### config.mk
export PLATFORM = sky130hd
export DESIGN_NAME = zhiwen_resp_emu_flat
export DESIGN_NICKNAME = d
export VERILOG_FILES = /design/src/rtl/zhiwen_resp_emu_if.sv /design/src/rtl/zhiwen_resp_emu.sv /design/src/flat_wrapper.sv
export SDC_FILE = /design/constraint.sdc
export NUM_CORES = 1
export LEC_CHECK = 0
export CORE_AREA = 2 2 77 152
export DETAILED_ROUTE_END_ITERATION = 12
export DIE_AREA = 0 0 79 154
export GPL_TIMING_DRIVEN = 0
export HOLD_SLACK_MARGIN = 0.02
export PLACE_DENSITY = 0.84
export SYNTH_ARGS = -nofsm -noshare
export SYNTH_HDL_FRONTEND = slang
export SYNTH_SLANG_ARGS = --single-unit
### constraint.sdc
create_clock -name clk -period 2.5 [get_ports clk]
set_input_delay 0.25 -clock clk [delete_from_list [all_inputs] [get_ports clk]]
set_output_delay 0.25 -clock clk [all_outputs]
set_load 0.03 [all_outputs]
### src/rtl/zhiwen_resp_emu_if.sv
// Byte-level link between the host-side UART pair and the fingerprint sensor emulator,
// plus the emulated sensor conditions and status strobes.
interface zhiwen_resp_emu_if;
    logic [7:0] rx_data;
    logic       rx_valid;
    logic [7:0] tx_data;
    logic       tx_valid;
    logic       tx_ready;
    logic       finger_on;
    logic       match_ok;
    logic       cmd_seen;
    logic [7:0] last_instr;
    logic       frame_err;

    modport master (
        output rx_data, rx_valid, tx_ready, finger_on, match_ok,
        input  tx_data, tx_valid, cmd_seen, last_instr, frame_err
    );

    modport slave (
        input  rx_data, rx_valid, tx_ready, finger_on, match_ok,
        output tx_data, tx_valid, cmd_seen, last_instr, frame_err
    );
endinterface

### src/rtl/zhiwen_resp_emu.sv
// Fingerprint sensor emulator: parses EF01 command packets from the host UART and
// answers every well-framed packet with a 12-byte acknowledgement carrying a confirm code.
module zhiwen_resp_emu #(
    parameter logic [31:0] ADDR        = 32'hFFFF_FFFF,
    parameter int          MAX_LEN     = 16,
    parameter int          TIMEOUT_CYC = 50000
) (
    input logic              clk,
    input logic              rst_n,
    zhiwen_resp_emu_if.slave bus
);

    localparam int              TW         = $clog2(TIMEOUT_CYC + 1);
    localparam logic [TW-1:0]   TMO_LAST_C = TW'(TIMEOUT_CYC - 1);
    localparam logic [15:0]     MAX_LEN_C  = 16'(MAX_LEN);
    localparam logic [3:0]      LAST_IDX_C = 4'd11;

    typedef enum logic [3:0] {
        ST_IDLE, ST_HDR2, ST_ADDR, ST_PID, ST_LENH,
        ST_LENL, ST_BODY, ST_SUMH, ST_SUML, ST_REPLY
    } state_t;

    function automatic logic [7:0] addr_byte(input logic [1:0] idx);
        case (idx)
            2'd0:    addr_byte = ADDR[31:24];
            2'd1:    addr_byte = ADDR[23:16];
            2'd2:    addr_byte = ADDR[15:8];
            2'd3:    addr_byte = ADDR[7:0];
            default: addr_byte = 8'h00;
        endcase
    endfunction

    function automatic logic [7:0] confirm_code(input logic sum_ok, input logic [7:0] instr,
                                                input logic finger, input logic match);
        if (!sum_ok) begin
            confirm_code = 8'h01;
        end else begin
            case (instr)
                8'h01:   confirm_code = finger ? 8'h00 : 8'h02;
                8'h04:   confirm_code = match ? 8'h00 : 8'h09;
                default: confirm_code = 8'h00;
            endcase
        end
    endfunction

    // Acknowledge layout: EF 01 ADDR[4] 07 00 03 CC RSUM_H RSUM_L
    function automatic logic [7:0] reply_byte(input logic [3:0] idx, input logic [7:0] cc);
        logic [15:0] rsum;
        rsum = 16'h000A + {8'h00, cc};
        case (idx)
            4'd0:    reply_byte = 8'hEF;
            4'd1:    reply_byte = 8'h01;
            4'd2:    reply_byte = addr_byte(2'd0);
            4'd3:    reply_byte = addr_byte(2'd1);
            4'd4:    reply_byte = addr_byte(2'd2);
            4'd5:    reply_byte = addr_byte(2'd3);
            4'd6:    reply_byte = 8'h07;
            4'd7:    reply_byte = 8'h00;
            4'd8:    reply_byte = 8'h03;
            4'd9:    reply_byte = cc;
            4'd10:   reply_byte = rsum[15:8];
            4'd11:   reply_byte = rsum[7:0];
            default: reply_byte = 8'h00;
        endcase
    endfunction

    state_t        state_r, state_s;
    logic [3:0]    idx_r;
    logic [15:0]   rem_r;
    logic [15:0]   sum_r;
    logic [TW-1:0] tmo_r;
    logic [7:0]    lenh_r;
    logic [7:0]    sumh_r;
    logic [7:0]    instr_r;
    logic          first_r;
    logic [7:0]    cc_r;
    logic [7:0]    tx_data_r;
    logic          tx_valid_r;
    logic          cmd_seen_r;
    logic          frame_err_r;
    logic [7:0]    last_instr_r;

    logic          err_s;
    logic          ok_s;
    logic          rx_active_s;
    logic          tmo_hit_s;
    logic          tx_fire_s;
    logic [15:0]   len_s;
    logic          len_bad_s;
    logic          sum_ok_s;

    assign rx_active_s = (state_r != ST_IDLE) && (state_r != ST_REPLY);
    assign tmo_hit_s   = rx_active_s && !bus.rx_valid && (tmo_r == TMO_LAST_C);
    assign tx_fire_s   = tx_valid_r && bus.tx_ready;
    assign len_s       = {lenh_r, bus.rx_data};
    assign len_bad_s   = (len_s < 16'd3) || (len_s > MAX_LEN_C);
    assign sum_ok_s    = ({sumh_r, bus.rx_data} == sum_r);

    assign bus.tx_data    = tx_data_r;
    assign bus.tx_valid   = tx_valid_r;
    assign bus.cmd_seen   = cmd_seen_r;
    assign bus.frame_err  = frame_err_r;
    assign bus.last_instr = last_instr_r;

    // FSM state register
    always_ff @(posedge clk or negedge rst_n) begin
        if (!rst_n) begin
            state_r <= ST_IDLE;
        end else begin
            state_r <= state_s;
        end
    end

    // Next-state decode and frame-level verdicts
    always_comb begin
        state_s = state_r;
        err_s   = 1'b0;
        ok_s    = 1'b0;
        if (state_r == ST_REPLY) begin
            if (tx_fire_s && (idx_r == LAST_IDX_C)) begin
                state_s = ST_IDLE;
            end else begin
                state_s = ST_REPLY;
            end
        end else if (tmo_hit_s) begin
            state_s = ST_IDLE;
            err_s   = 1'b1;
        end else if (bus.rx_valid) begin
            case (state_r)
                ST_IDLE: state_s = (bus.rx_data == 8'hEF) ? ST_HDR2 : ST_IDLE;
                ST_HDR2: begin
                    if (bus.rx_data == 8'h01) begin
                        state_s = ST_ADDR;
                    end else if (bus.rx_data == 8'hEF) begin
                        state_s = ST_HDR2;
                    end else begin
                        state_s = ST_IDLE;
                    end
                end
                ST_ADDR: begin
                    if (bus.rx_data != addr_byte(idx_r[1:0])) begin
                        state_s = ST_IDLE;
                        err_s   = 1'b1;
                    end else if (idx_r == 4'd3) begin
                        state_s = ST_PID;
                    end else begin
                        state_s = ST_ADDR;
                    end
                end
                ST_PID: begin
                    if (bus.rx_data == 8'h01) begin
                        state_s = ST_LENH;
                    end else begin
                        state_s = ST_IDLE;
                        err_s   = 1'b1;
                    end
                end
                ST_LENH: state_s = ST_LENL;
                ST_LENL: begin
                    if (len_bad_s) begin
                        state_s = ST_IDLE;
                        err_s   = 1'b1;
                    end else begin
                        state_s = ST_BODY;
                    end
                end
                ST_BODY: state_s = (rem_r == 16'd1) ? ST_SUMH : ST_BODY;
                ST_SUMH: state_s = ST_SUML;
                ST_SUML: begin
                    state_s = ST_REPLY;
                    err_s   = !sum_ok_s;
                    ok_s    = sum_ok_s;
                end
                default: state_s = ST_IDLE;
            endcase
        end else begin
            state_s = state_r;
        end
    end

    // Datapath: byte capture, checksum, timeout, reply sequencing and status strobes
    always_ff @(posedge clk or negedge rst_n) begin
        if (!rst_n) begin
            idx_r        <= 4'd0;
            rem_r        <= 16'd0;
            sum_r        <= 16'd0;
            tmo_r        <= '0;
            lenh_r       <= 8'h00;
            sumh_r       <= 8'h00;
            instr_r      <= 8'h00;
            first_r      <= 1'b0;
            cc_r         <= 8'h00;
            tx_data_r    <= 8'h00;
            tx_valid_r   <= 1'b0;
            cmd_seen_r   <= 1'b0;
            frame_err_r  <= 1'b0;
            last_instr_r <= 8'h00;
        end else begin
            frame_err_r <= err_s;
            cmd_seen_r  <= ok_s;

            if (rx_active_s && !bus.rx_valid) begin
                tmo_r <= tmo_r + TW'(1'b1);
            end else begin
                tmo_r <= '0;
            end

            if (state_s != state_r) begin
                idx_r <= 4'd0;
            end else if ((state_r == ST_ADDR) && bus.rx_valid) begin
                idx_r <= idx_r + 4'd1;
            end else if ((state_r == ST_REPLY) && tx_fire_s) begin
                idx_r <= idx_r + 4'd1;
            end else begin
                idx_r <= idx_r;
            end

            if (bus.rx_valid) begin
                case (state_r)
                    ST_PID:  sum_r <= {8'h00, bus.rx_data};
                    ST_LENH: begin
                        lenh_r <= bus.rx_data;
                        sum_r  <= sum_r + {8'h00, bus.rx_data};
                    end
                    ST_LENL: begin
                        rem_r   <= len_s - 16'd2;
                        sum_r   <= sum_r + {8'h00, bus.rx_data};
                        first_r <= 1'b1;
                    end
                    ST_BODY: begin
                        rem_r   <= rem_r - 16'd1;
                        sum_r   <= sum_r + {8'h00, bus.rx_data};
                        first_r <= 1'b0;
                        if (first_r) begin
                            instr_r <= bus.rx_data;
                        end
                    end
                    ST_SUMH: sumh_r <= bus.rx_data;
                    ST_SUML: begin
                        cc_r <= confirm_code(sum_ok_s, instr_r, bus.finger_on, bus.match_ok);
                        if (sum_ok_s) begin
                            last_instr_r <= instr_r;
                        end
                    end
                    default: begin
                    end
                endcase
            end

            // tx_valid low while in REPLY only happens on the first cycle after entry
            if (state_r == ST_REPLY) begin
                if (!tx_valid_r) begin
                    tx_valid_r <= 1'b1;
                    tx_data_r  <= reply_byte(4'd0, cc_r);
                end else if (bus.tx_ready) begin
                    if (idx_r == LAST_IDX_C) begin
                        tx_valid_r <= 1'b0;
                        tx_data_r  <= 8'h00;
                    end else begin
                        tx_data_r <= reply_byte(idx_r + 4'd1, cc_r);
                    end
                end
            end else begin
                tx_valid_r <= 1'b0;
                tx_data_r  <= 8'h00;
            end
        end
    end

endmodule
### src/flat_wrapper.sv
// flat-port wrapper written by rule: the top's interface ports become plain ports
module zhiwen_resp_emu_flat 
#(
    parameter logic [31:0] ADDR        = 32'hFFFF_FFFF,
    parameter int          MAX_LEN     = 16,
    parameter int          TIMEOUT_CYC = 50000
)
  (clk, rst_n, bus_rx_data, bus_rx_valid, bus_tx_ready, bus_finger_on, bus_match_ok, bus_tx_data, bus_tx_valid, bus_cmd_seen, bus_last_instr, bus_frame_err);
  zhiwen_resp_emu_if bus_i ();
  input logic clk;
  input logic rst_n;
  input wire logic [$bits(bus_i.rx_data)-1:0] bus_rx_data;
  input wire logic [$bits(bus_i.rx_valid)-1:0] bus_rx_valid;
  input wire logic [$bits(bus_i.tx_ready)-1:0] bus_tx_ready;
  input wire logic [$bits(bus_i.finger_on)-1:0] bus_finger_on;
  input wire logic [$bits(bus_i.match_ok)-1:0] bus_match_ok;
  output wire logic [$bits(bus_i.tx_data)-1:0] bus_tx_data;
  output wire logic [$bits(bus_i.tx_valid)-1:0] bus_tx_valid;
  output wire logic [$bits(bus_i.cmd_seen)-1:0] bus_cmd_seen;
  output wire logic [$bits(bus_i.last_instr)-1:0] bus_last_instr;
  output wire logic [$bits(bus_i.frame_err)-1:0] bus_frame_err;
  assign bus_i.rx_data = bus_rx_data;
  assign bus_i.rx_valid = bus_rx_valid;
  assign bus_i.tx_ready = bus_tx_ready;
  assign bus_i.finger_on = bus_finger_on;
  assign bus_i.match_ok = bus_match_ok;
  assign bus_tx_data = bus_i.tx_data;
  assign bus_tx_valid = bus_i.tx_valid;
  assign bus_cmd_seen = bus_i.cmd_seen;
  assign bus_last_instr = bus_i.last_instr;
  assign bus_frame_err = bus_i.frame_err;
  zhiwen_resp_emu #(.ADDR(ADDR), .MAX_LEN(MAX_LEN), .TIMEOUT_CYC(TIMEOUT_CYC)) u_core (.clk(clk), .rst_n(rst_n), .bus(bus_i));
endmodule
==> summary.md <==
| Metric | Value |
|---|---|
| Status | completed |
| Crit. path cell count | 11 |
| Synth Cell Area | 0.006111 mm2 |
| Layout cells sized above 1 | 0.1517 |
| Async SR Flop Fraction | 1.000 |
| Initial antenna violation count | 0 |
| Top Ports | 33 |
| Worst path slowest cell | clkdlybuf4s50_1 |
| Cts bufs inserted | 9 |
| Lkg Pwr | 0.003138 uW |
| Die area | 0.01217 mm2 |
| Die H | 154 um |
| Clock root cell | clkbuf_16 |
| PortBufs | 31 |
| Hold Startpoint | bus_tx_ready |
| R2R depth | 8 |
| Core region area | 0.01095 mm2 |
| TritonCTS clock tree | done |
| Maxcap violations | 0 |
| CP bufs+invs | 3 |
| Number of cells produced by synthesis | 673 |
| H-tree levels | 3 |
| Net Sw Frac | 0.2997 |
| Max-slew violations | 0 |
| Syn nets | 704 |
| DR WL/cell | 17.73 um |
| Slew HR | 0.6117 |
| Routed wire length | 15,340 um |
| Top cells by area, synth | dfrtp_1 (41%), nand2_1 (5.0%), mux2_2 (4.2%) |
| Cell Int Power | 2669 uW |
| Crit path time final | 2391 ps |
| Antenna Nets Post-Route | 0 |
| Crit path kind | input pin to register |
| First-pass GRT wire length | 25,250 um |
| Hold WS | 320.1 ps |
| PwrDens | 538.2 mW/mm2 |
| Seq cells post-synth | 101 |
| Largest net degree at the start of global routing | 62 |
| Part of the power in the clock network | 0.371 |
| Vias | 5,297 |
| Global Route Usage Sum | 0.2593 |
| Final hold vios | 0 |
| Max clock buf depth | 2 |
| Critical Path Fanout Max | 6 |
| Die Wd | 79 um |
| Most common cell in the synthesized netlist | dfrtp_1 |
| Critical path, cell by cell | clkdlybuf4s50_1, buf_6, clkinvlp_4, fa_2, nor2b_2, o21ai_1, a21boi_2, o21ai_2, a21o_1, or3_1, a21oi_1 |
| Drc violations | 0 |
| Average size of a mapped cell | 9.080 um2 |
| Via-to-Cell Ratio | 6.124 |
| Worst-Skew Late Latency | 350 ps |
| Vias in the first global route | 5,375 |
| Top post-synthesis cells by count | dfrtp_1 (101), nand2_1 (81), nor2_1 (60) |
| Yosys top cell area share | 0.4136 |
| Register share of total power | 0.458 |
| Reg-to-Reg End | u_core.sum_r[11] |
| Setup Skew | 11.60 ps |
| Setup Viol. Count Final | 0 |
| Starting Density | 0.5583 |
| Hold Path End | u_core.bus.tx_data[4] |
| Site Rows | 54 |
| Ys Warns | 0 |
| Critical Path AT | 2670 ps |
| Count of different cell masters after synthesis | 78 |
| Most used DFF post-synth | dfrtp_1 |
| Fin Setup TNS | 0 ps |
| Worst Setup Start Kind | input pin |
| # clock sinks | 101 |
| Delay-heaviest family, CP | buffers and inverters |
| ANT cells | 0 |
| Least-Margin Pin Slew | 578.1 ps |
| Leading area contributor after synthesis | dfrtp_1 |
| Critical Path End Type | register |
| Gpl congestion | 0.9626 |
| Register area share after synthesis | 0.4136 |
| Area Growth Syn to Fin | 15.87% |
| Total gr overflow | 0 |
| Hold Path Class | input pin to register |
| Combinational share of power | 0.171 |
| Worst reg2reg setup slack | 130 ps |
| Number of synthesized flops with an enable pin | 0 |
| Required @ worst endpoint | 2780 ps |
| Starting DRC count in detailed routing | 578 |
| Layout net count | 751 |
| HPWL after DPL | 11,240 um |
| Fin util | 0.6469 |
| Sw power | 1142 uW |
| Reg clk slew, reported paths | 80 ps |
| Hold depth | 2 |
| Post-DP Area | 0.006621 mm2 |
| Maximum VDD drop | 0.4465 mV |
| Final Instance Area | 0.007081 mm2 |
| FF-to-FF Start | u_core.sum_r[1] |
| Pwr Total | 3811 uW |
| Pre-Repair DR Iteration Count | 7 |
| Crit share post-route | 0.9562 |
| Max Freq | 418.3 MHz |
| CP max stage delay | 530 ps |
==> registers in the layout, summed over array words and instances (netlist names), 3 cells and up <==
register,cells
u_core.bus.last_instr,8
u_core.tmo_r,16
u_core.cc_r,3
u_core.idx_r,4
u_core.sum_r,16
u_core.sumh_r,8
u_core.rem_r,16
u_core.lenh_r,8
u_core.instr_r,8
u_core.state_r,4
u_core.bus.tx_data,6
==> worst max path at each step <==
stage | slack [ps] | start | end
3_3_place_gp | -2520 | rst_n | u_core.bus.last_instr[4]
2_1_floorplan | 300 | u_core.sum_r[0] | u_core.sum_r[12]
6_report | 110 | bus_rx_data[1] | u_core.sum_r[12]
5_1_grt | -3 | bus_rx_data[1] | u_core.sum_r[12]
3_5_place_dp | -1050 | bus_rx_data[6] | u_core.bus.last_instr[4]
4_1_cts | 10 | u_core.state_r[3] | u_core.idx_r[3]
==> kinds of logic after synthesis <==
| group | share of synthesized area |
|---|---|
| XOR/XNOR | 0.06880 |
| AND/OR/NAND/NOR | 0.2351 |
| buffers and inverters | 0.03972 |
| AO/OA/AOI/OAI | 0.1579 |
| adder cells (fa/ha/maj) | 0.03767 |
| multiplexers | 0.04730 |
| flip-flops | 0.4136 |
==> power by group through the flow <==
stage,Sequential (uW),Combinational [uW],Clock (uW)
floorplan,1760,405,0
global placement,1770,555,0
detailed placement,1770,581,0
CTS,1740,601,1430
global route,1750,720,1510
finish,1740,651,1410
==> metrics by stage <==
stage | setup slack, ps | std cells
3_3_place_gp | -2521 | 844
5_1_grt | -2.628 | 865
4_1_cts | 14.76 | 863
3_5_place_dp | -1050 | 845
6_report | 109.4 | 865
2_1_floorplan | 303.1 | 673
==> per-layer routing <==
metal / vias to the layer above / global-route usage / share of wire
met4: 0 / 0.1470 / 0.049
met1: 2580 / 0.2791 / 0.37
met2: 169 / 0.4730 / 0.55
met5: - / 0 / 0
li1: 2484 / - / -
met3: 64 / 0.03404 / 0.034
==> area by class of cell <==
cell class,instances,area [um2]
Inverter,17,67.56
Sequential cell,101,2527
Clock inverter,7,78.83
Buffer,34,178.9
Multi-Input combinational cell,519,3446
Fill cell,899,3865
Tap cell,140,175.2
Clock buffer,9,225.2
Timing Repair Buffer,38,381.6
==> placed cells by master (no fill, tap or decap), types with 6 or more instances in the layout <==
cell / n
xor2_1: 19
clkbuf_1: 11
nand3_1: 19
a211oi_1: 9
dfrtp_1: 101
ha_1: 16
clkdlybuf4s50_1: 29
nand4_1: 8
or3_1: 10
nor2b_1: 11
xnor2_1: 29
inv_1: 14
o21ai_0: 47
a22o_1: 6
nor2_1: 59
clkbuf_16: 9
a21oi_1: 38
buf_4: 8
mux2_2: 23
o22ai_1: 6
and3_1: 10
nor3_1: 22
nand2_1: 80
and2_1: 6
buf_2: 11
clkbuf_2: 6
==> what timing repair did <==
| item | in CTS | in global routing |
|---|---|---|
| buffers inserted | 1 | 4 |
| pin swaps | 1 | 3 |
| hold buffers | 1 | 0 |
| setup endpoints to repair | 17 | 32 |
| gates resized for setup | 7 | 29 |
| endpoints found under the hold margin | 40 | 0 |
Note: power is estimated with default switching activity, not from simulation.
